File: src/rtl/dmg_serial_link.sv
// dmg_serial_link: DMG link-port transfer unit. It holds the 8-bit SB shift
// register and the SC control. SB is sent MSB-first on sout while sin is
// shifted into the LSB. The unit runs as SCK master or as SCK slave.
// Optional feature macro: DMG_SERIAL_FAST_EN. When it is defined, sc_fast
// selects a master half-period of CLK_DIV/32 cycles (minimum 1).
module dmg_serial_link #(
    parameter int unsigned CLK_DIV     = 256,
    parameter int unsigned SYNC_STAGES = 2,
    parameter logic [7:0]  INIT_SB     = 8'h00
) (
    input  logic       dffra_clk,
    input  logic       nreset,
    input  logic       sb_wr,
    input  logic [7:0] sb_wdata,
    input  logic       sc_wr,
    input  logic       sc_start,
    input  logic       sc_int_clk,
    input  logic       sc_fast,
    input  logic       sin,
    input  logic       sck_in,
    output logic [7:0] sb_rdata,
    output logic       sc_busy,
    output logic       sout,
    output logic       sck_out,
    output logic       sck_oe,
    output logic       irq
);

    typedef enum logic [1:0] {
        IDLE      = 2'd0,
        XFER_LOW  = 2'd1,
        XFER_HIGH = 2'd2
    } state_t;

    localparam int unsigned      DIV_W     = (CLK_DIV > 2) ? $clog2(CLK_DIV) : 1;
    localparam int unsigned      FAST_HALF = (CLK_DIV / 32 > 0) ? CLK_DIV / 32 : 1;
    localparam logic [DIV_W-1:0] SLOW_LAST = DIV_W'(CLK_DIV - 1);
    localparam logic [DIV_W-1:0] FAST_LAST = DIV_W'(FAST_HALF - 1);

    state_t                 r_state, w_state_nxt;
    logic [7:0]             r_sb, w_sb_nxt;
    logic                   r_sout, w_sout_nxt;
    logic                   r_sck_out, w_sck_out_nxt;
    logic                   r_sck_oe, w_sck_oe_nxt;
    logic                   r_irq, w_irq_nxt;
    logic [2:0]             r_cnt, w_cnt_nxt;
    logic [DIV_W-1:0]       r_div, w_div_nxt;
    logic                   r_mode, w_mode_nxt;

    logic [SYNC_STAGES-1:0] r_sck_sync, r_sin_sync;
    logic                   r_sck_prev;
    logic                   w_sck_s, w_sin_s;
    logic                   w_div_last_hit;
    logic                   w_edge_fall, w_edge_rise;
    logic [DIV_W-1:0]       w_div_last;

`ifdef DMG_SERIAL_FAST_EN
    logic                   r_fast;
    logic                   w_start;

    assign w_start    = (r_state == IDLE) && sc_wr && sc_start;
    assign w_div_last = r_fast ? FAST_LAST : SLOW_LAST;

    // Latch the speed select together with the mode at transfer start.
    always_ff @(posedge dffra_clk or negedge nreset) begin
        if (!nreset)      r_fast <= 1'b0;
        else if (w_start) r_fast <= sc_fast;
    end
`else
    logic                   w_unused_fast;

    assign w_unused_fast = sc_fast;
    assign w_div_last    = SLOW_LAST;
`endif

    // Bring the cable clock and data into the dffra_clk domain. The lines idle high.
    always_ff @(posedge dffra_clk or negedge nreset) begin
        if (!nreset) begin
            r_sck_sync <= '1;
            r_sin_sync <= '1;
            r_sck_prev <= 1'b1;
        end else begin
            // NOTE: clocked state always uses <= so every flop samples pre-edge values.
            r_sck_sync <= {r_sck_sync[SYNC_STAGES-2:0], sck_in};
            r_sin_sync <= {r_sin_sync[SYNC_STAGES-2:0], sin};
            r_sck_prev <= r_sck_sync[SYNC_STAGES-1];
        end
    end

    assign w_sck_s        = r_sck_sync[SYNC_STAGES-1];
    assign w_sin_s        = r_sin_sync[SYNC_STAGES-1];
    assign w_div_last_hit = (r_div == w_div_last);
    assign w_edge_fall    = r_mode ? w_div_last_hit : (r_sck_prev & ~w_sck_s);
    assign w_edge_rise    = r_mode ? w_div_last_hit : (~r_sck_prev & w_sck_s);

    // Register the FSM state and all datapath state.
    always_ff @(posedge dffra_clk or negedge nreset) begin
        if (!nreset) begin
            r_state   <= IDLE;
            r_sb      <= INIT_SB;
            r_sout    <= 1'b1;
            r_sck_out <= 1'b1;
            r_sck_oe  <= 1'b0;
            r_irq     <= 1'b0;
            r_cnt     <= '0;
            r_div     <= '0;
            r_mode    <= 1'b0;
        end else begin
            r_state   <= w_state_nxt;
            r_sb      <= w_sb_nxt;
            r_sout    <= w_sout_nxt;
            r_sck_out <= w_sck_out_nxt;
            r_sck_oe  <= w_sck_oe_nxt;
            r_irq     <= w_irq_nxt;
            r_cnt     <= w_cnt_nxt;
            r_div     <= w_div_nxt;
            r_mode    <= w_mode_nxt;
        end
    end

    // Compute the next state: start, abort, the SCK falling edge and the SCK rising edge.
    always_comb begin
        // NOTE: every output gets a default first, so no path can infer a latch.
        w_state_nxt   = r_state;
        w_sb_nxt      = r_sb;
        w_sout_nxt    = r_sout;
        w_sck_out_nxt = r_sck_out;
        w_sck_oe_nxt  = r_sck_oe;
        w_irq_nxt     = 1'b0;
        w_cnt_nxt     = r_cnt;
        w_div_nxt     = r_div;
        w_mode_nxt    = r_mode;
        case (r_state)
            IDLE: begin
                if (sb_wr) w_sb_nxt = sb_wdata;
                if (sc_wr && sc_start) begin
                    w_mode_nxt    = sc_int_clk;
                    w_sck_oe_nxt  = sc_int_clk;
                    w_div_nxt     = '0;
                    w_cnt_nxt     = '0;
                    w_sck_out_nxt = 1'b1;
                    w_state_nxt   = XFER_HIGH;
                end
            end
            XFER_HIGH, XFER_LOW: begin
                if (sc_wr && !sc_start) begin
                    // Abort: keep the partial SB and the last sout; raise no interrupt.
                    w_state_nxt   = IDLE;
                    w_sck_out_nxt = 1'b1;
                    w_cnt_nxt     = '0;
                    w_div_nxt     = '0;
                end else begin
                    if (r_mode) w_div_nxt = w_div_last_hit ? '0 : r_div + DIV_W'(1);
                    if (r_state == XFER_HIGH) begin
                        if (w_edge_fall) begin
                            w_sout_nxt    = r_sb[7];
                            w_sck_out_nxt = ~r_mode;
                            w_state_nxt   = XFER_LOW;
                        end
                    end else if (w_edge_rise) begin
                        w_sb_nxt      = {r_sb[6:0], w_sin_s};
                        w_cnt_nxt     = r_cnt + 3'd1;
                        w_sck_out_nxt = 1'b1;
                        if (r_cnt == 3'd7) begin
                            w_state_nxt = IDLE;
                            w_irq_nxt   = 1'b1;
                        end else begin
                            w_state_nxt = XFER_HIGH;
                        end
                    end
                end
            end
            default: w_state_nxt = IDLE;
        endcase
    end

    assign sb_rdata = r_sb;
    assign sc_busy  = (r_state != IDLE);
    assign sout     = r_sout;
    assign sck_out  = r_sck_out;
    assign sck_oe   = r_sck_oe;
    assign irq      = r_irq;

endmodule
File: config.mk
export PLATFORM = sky130hd
export DESIGN_NAME = dmg_serial_link
export DESIGN_NICKNAME = d
export VERILOG_FILES = /design/src/rtl/dmg_serial_link.sv
export SDC_FILE = /design/constraint.sdc
export NUM_CORES = 1
export LEC_CHECK = 0
export BUFFER_PORTS_ARGS = -buffer_cell sky130_fd_sc_hd__buf_2
export CELL_PAD_IN_SITES_DETAIL_PLACEMENT = 1
export CELL_PAD_IN_SITES_GLOBAL_PLACEMENT = 2
export CORE_UTILIZATION = 38
export DETAILED_ROUTE_END_ITERATION = 8
export PLACE_DENSITY_LB_ADDON = 0.3
export SETUP_SLACK_MARGIN = 0.5
export SKIP_LAST_GASP = 1
export SLEW_MARGIN = 20
export SYNTH_ARGS = -nofsm -noshare
export SYNTH_HDL_FRONTEND = slang
export SYNTH_SLANG_ARGS = --single-unit
File: constraint.sdc
create_clock -name dffra_clk -period 3.49 [get_ports dffra_clk]
set_clock_uncertainty 0.05 [all_clocks]
set_input_delay 0.349 -clock dffra_clk [delete_from_list [all_inputs] [get_ports dffra_clk]]
set_output_delay 0.349 -clock dffra_clk [all_outputs]
set_load 0.005 [all_outputs]
==> reports/results.tsv <==
metric	value	unit
Synth top area share	35.8	%
final worst path period need	2.45	ns
initial antenna violation count	0	
CTS tree	yes	
worst skew pair latency	0.28	ns
Antenna Violating Nets Remaining	0	
htree depth	2	
R2R depth	5	
die area	0.00450	mm²
Netlist cell types	41	
Max Root-Sink Buffers	2	
Antenna Cells	0	
Worst-path clk slew	0.08	ns
first-pass GRT wire length	6350	µm
Final #Nets	197	
Hold-fix buffers, CTS	0	
PD cells	884	mW/mm²
critical path type	reg2reg	
pre-CTS setup slack	1.02	ns
I/O Buffers	28	
post-synthesis async set-or-reset flop share	100	%
GP Congestion	0.751	
reg2reg end	r_cnt[0]	
vias per cell	5.46	
Cell Chain, Critical Path	inv_1 -> ha_1 -> nand2_1 -> nor4_1 -> mux2_2	
YS warnings	0	
Storage cell area	759	µm²
Seq/Total Area, Yosys	47.2	%
Synth Area per Inst	11.3	µm²
Num CTS Buffers	5	
number of synthesized flops with an enable pin	0	
HPWL Detailed	2800	µm
CP Capture Type	flop	
FP Rows	23	
met1 WL	1710	µm
vias in the first global route	1323	
First-pass DRT Iterations	6	
Hold Slack	0.0498	ns
Post-Syn Instances	142	
Final WS setup	1.04	ns
Multi-input gate area	815	µm²
FF-to-FF Start	r_state[0]	
Hold Crit Class	in2async	
met2 WL	1990	µm
RSZ-0062 raised after global routing	false	
Die W	67.1	µm
final count of negative-setup-slack endpoints	0	
startpoint types	flop	
IO Pins	30	
Total Wirelength	3820	µm
crit share post-route	70.3	%
max-slew violation count	0	
number of synthesized register bits	30	
reg2reg setup slack	1.04	ns
initial core utilization	39.9	%
area delta synth->final	17.5	%
Leakage Power	0.863	nW
GRT Overall Usage	19.7	%
Yosys top cell by area	dfrtp_1	
Rel. slew slack	52.6	%
highest metal used	met4	
Starting DRT DRC Count	21	
proportion of layout cells with a drive suffix above 1	39.1	%
Crit-path slowest cell	ha_1	
status	finished, final reports clean	
ys flop type	dfrtp_1	
Area contributors post-synth	dfrtp_1 (36%), mux2_2 (15%), dfstp_2 (11%)	
CTS sink count	30	
Worst-Margin Slew	0.711	ns
final setup TNS	0	ns
DRC Markers	0	
data arrival time of the critical path	2.62	ns
postcts setup bufs	0	
Wirelength per Cell	17.1	µm
die height	67.1	µm
maxcap violations	0	
maximum VDD drop	0.408	mV
f_max	407	MHz
sum of buffers and inverters on the critical path	1	
post_cts resized	0	
fillcell total	454	
Syn Nets	166	
WP data required	3.66	ns
Vias	1222	
Top Family by Delay on Critical Path	simple AND/OR/NAND/NOR gates	
DR WL met3	95	µm
core area	0.00403	mm²
max incr delay on CP	0.67	ns
Crit Path Max Fanout	16	
Overflow after GRT	0	
largest net degree at the start of global routing	31	
Mapped Area	0.00161	mm²
root buffer cell	clkbuf_8	
final hold vios	0	
==> cells in the mapped netlist, types with 2 or more instances <==
cell type  instances
and3_1             2
and4_1             3
nor2_1             6
nand2_1            7
nand2b_1           2
clkbuf_1           3
a22o_1             3
nor3b_1            2
inv_1              5
nor3_1             4
nand3_1            3
o21ai_0           11
mux2_2            21
dfstp_2            7
nor2b_1            3
a21oi_1            7
ha_1               7
dfrtp_1           23
==> where the power goes <==
part           total (mW)  switching, mW  internal [mW]
clock network       0.293          0.134          0.158
registers           0.539         0.0834          0.455
logic               0.839          0.434          0.405
total                1.67          0.652           1.02
==> stage by stage <==
step	util (%)	instances	total power, mW	instance area, µm²
2_1_floorplan	-	142	1.14	1610
3_3_place_gp	44.6	216	1.34	1800
3_5_place_dp	44.6	216	1.40	1800
4_1_cts	46.9	224	1.70	1890
5_1_grt	46.9	224	1.81	1890
6_report	46.9	224	1.67	1890
==> flip-flops by register name, indices dropped and copies added (netlist names), 2 cells and up <==
name / flops
r_sck_sync: 2
r_sin_sync: 2
sb_rdata: 8
r_div: 8
r_cnt: 3
r_state: 2
==> cell usage in the layout (no fill, tap or decap), types with 2 or more instances in the layout <==
cell type  count
buf_2         28
dfrtp_1       23
mux2_2        21
o21ai_0       11
nand2_1        7
a21oi_1        7
ha_1           7
dfstp_2        7
nor2_1         6
clkbuf_8       6
inv_1          5
nor3_1         4
and4_1         3
nand3_1        3
nor2b_1        3
a22o_1         3
nand2b_1       2
nor3b_1        2
and3_1         2
==> cell type report <==
cell class,count,share of cell area (%)
multi-input combinational,103,43.1
sequential,30,40.2
timing repair buffer,28,7.41
clock buffer,6,4.37
tap,50,3.31
inverter,5,0.993
clock inverter,2,0.662
==> per-layer routing <==
metal / vias to the layer above / GRT usage (%)
li1: 590 / -
met1: 611 / 22.6
met2: 19 / 34.3
met3: 2 / 5.31
met4: 0 / 7.71
met5: - / 0
==> worst max path at each step <==
stage                     startpoint       end  slack [ns]  depth (start not counted)
final                     r_state[0]  r_cnt[0]        1.04                          5
after global routing      r_state[0]  r_cnt[0]        0.76                          5
after CTS                 r_state[0]  r_cnt[0]        0.99                          5
after detailed placement  r_state[0]  r_cnt[0]        1.02                          5
after global placement    r_state[0]  r_cnt[0]        1.14                          6
after floorplan           r_state[0]  r_div[7]        1.50                          7
==> logic make-up after synthesis <==
group / count (synthesis) / share of synthesized area [%]
fa+ha+maj: 7 / 5.44
buf+inv: 9 / 2.18
simple gates: 41 / 14.7
mux: 21 / 14.7
flops: 30 / 47.2
xor+xnor: 1 / 0.544
compound gates: 33 / 15.2
No activity file was read; power rests on OpenSTA's default activity.
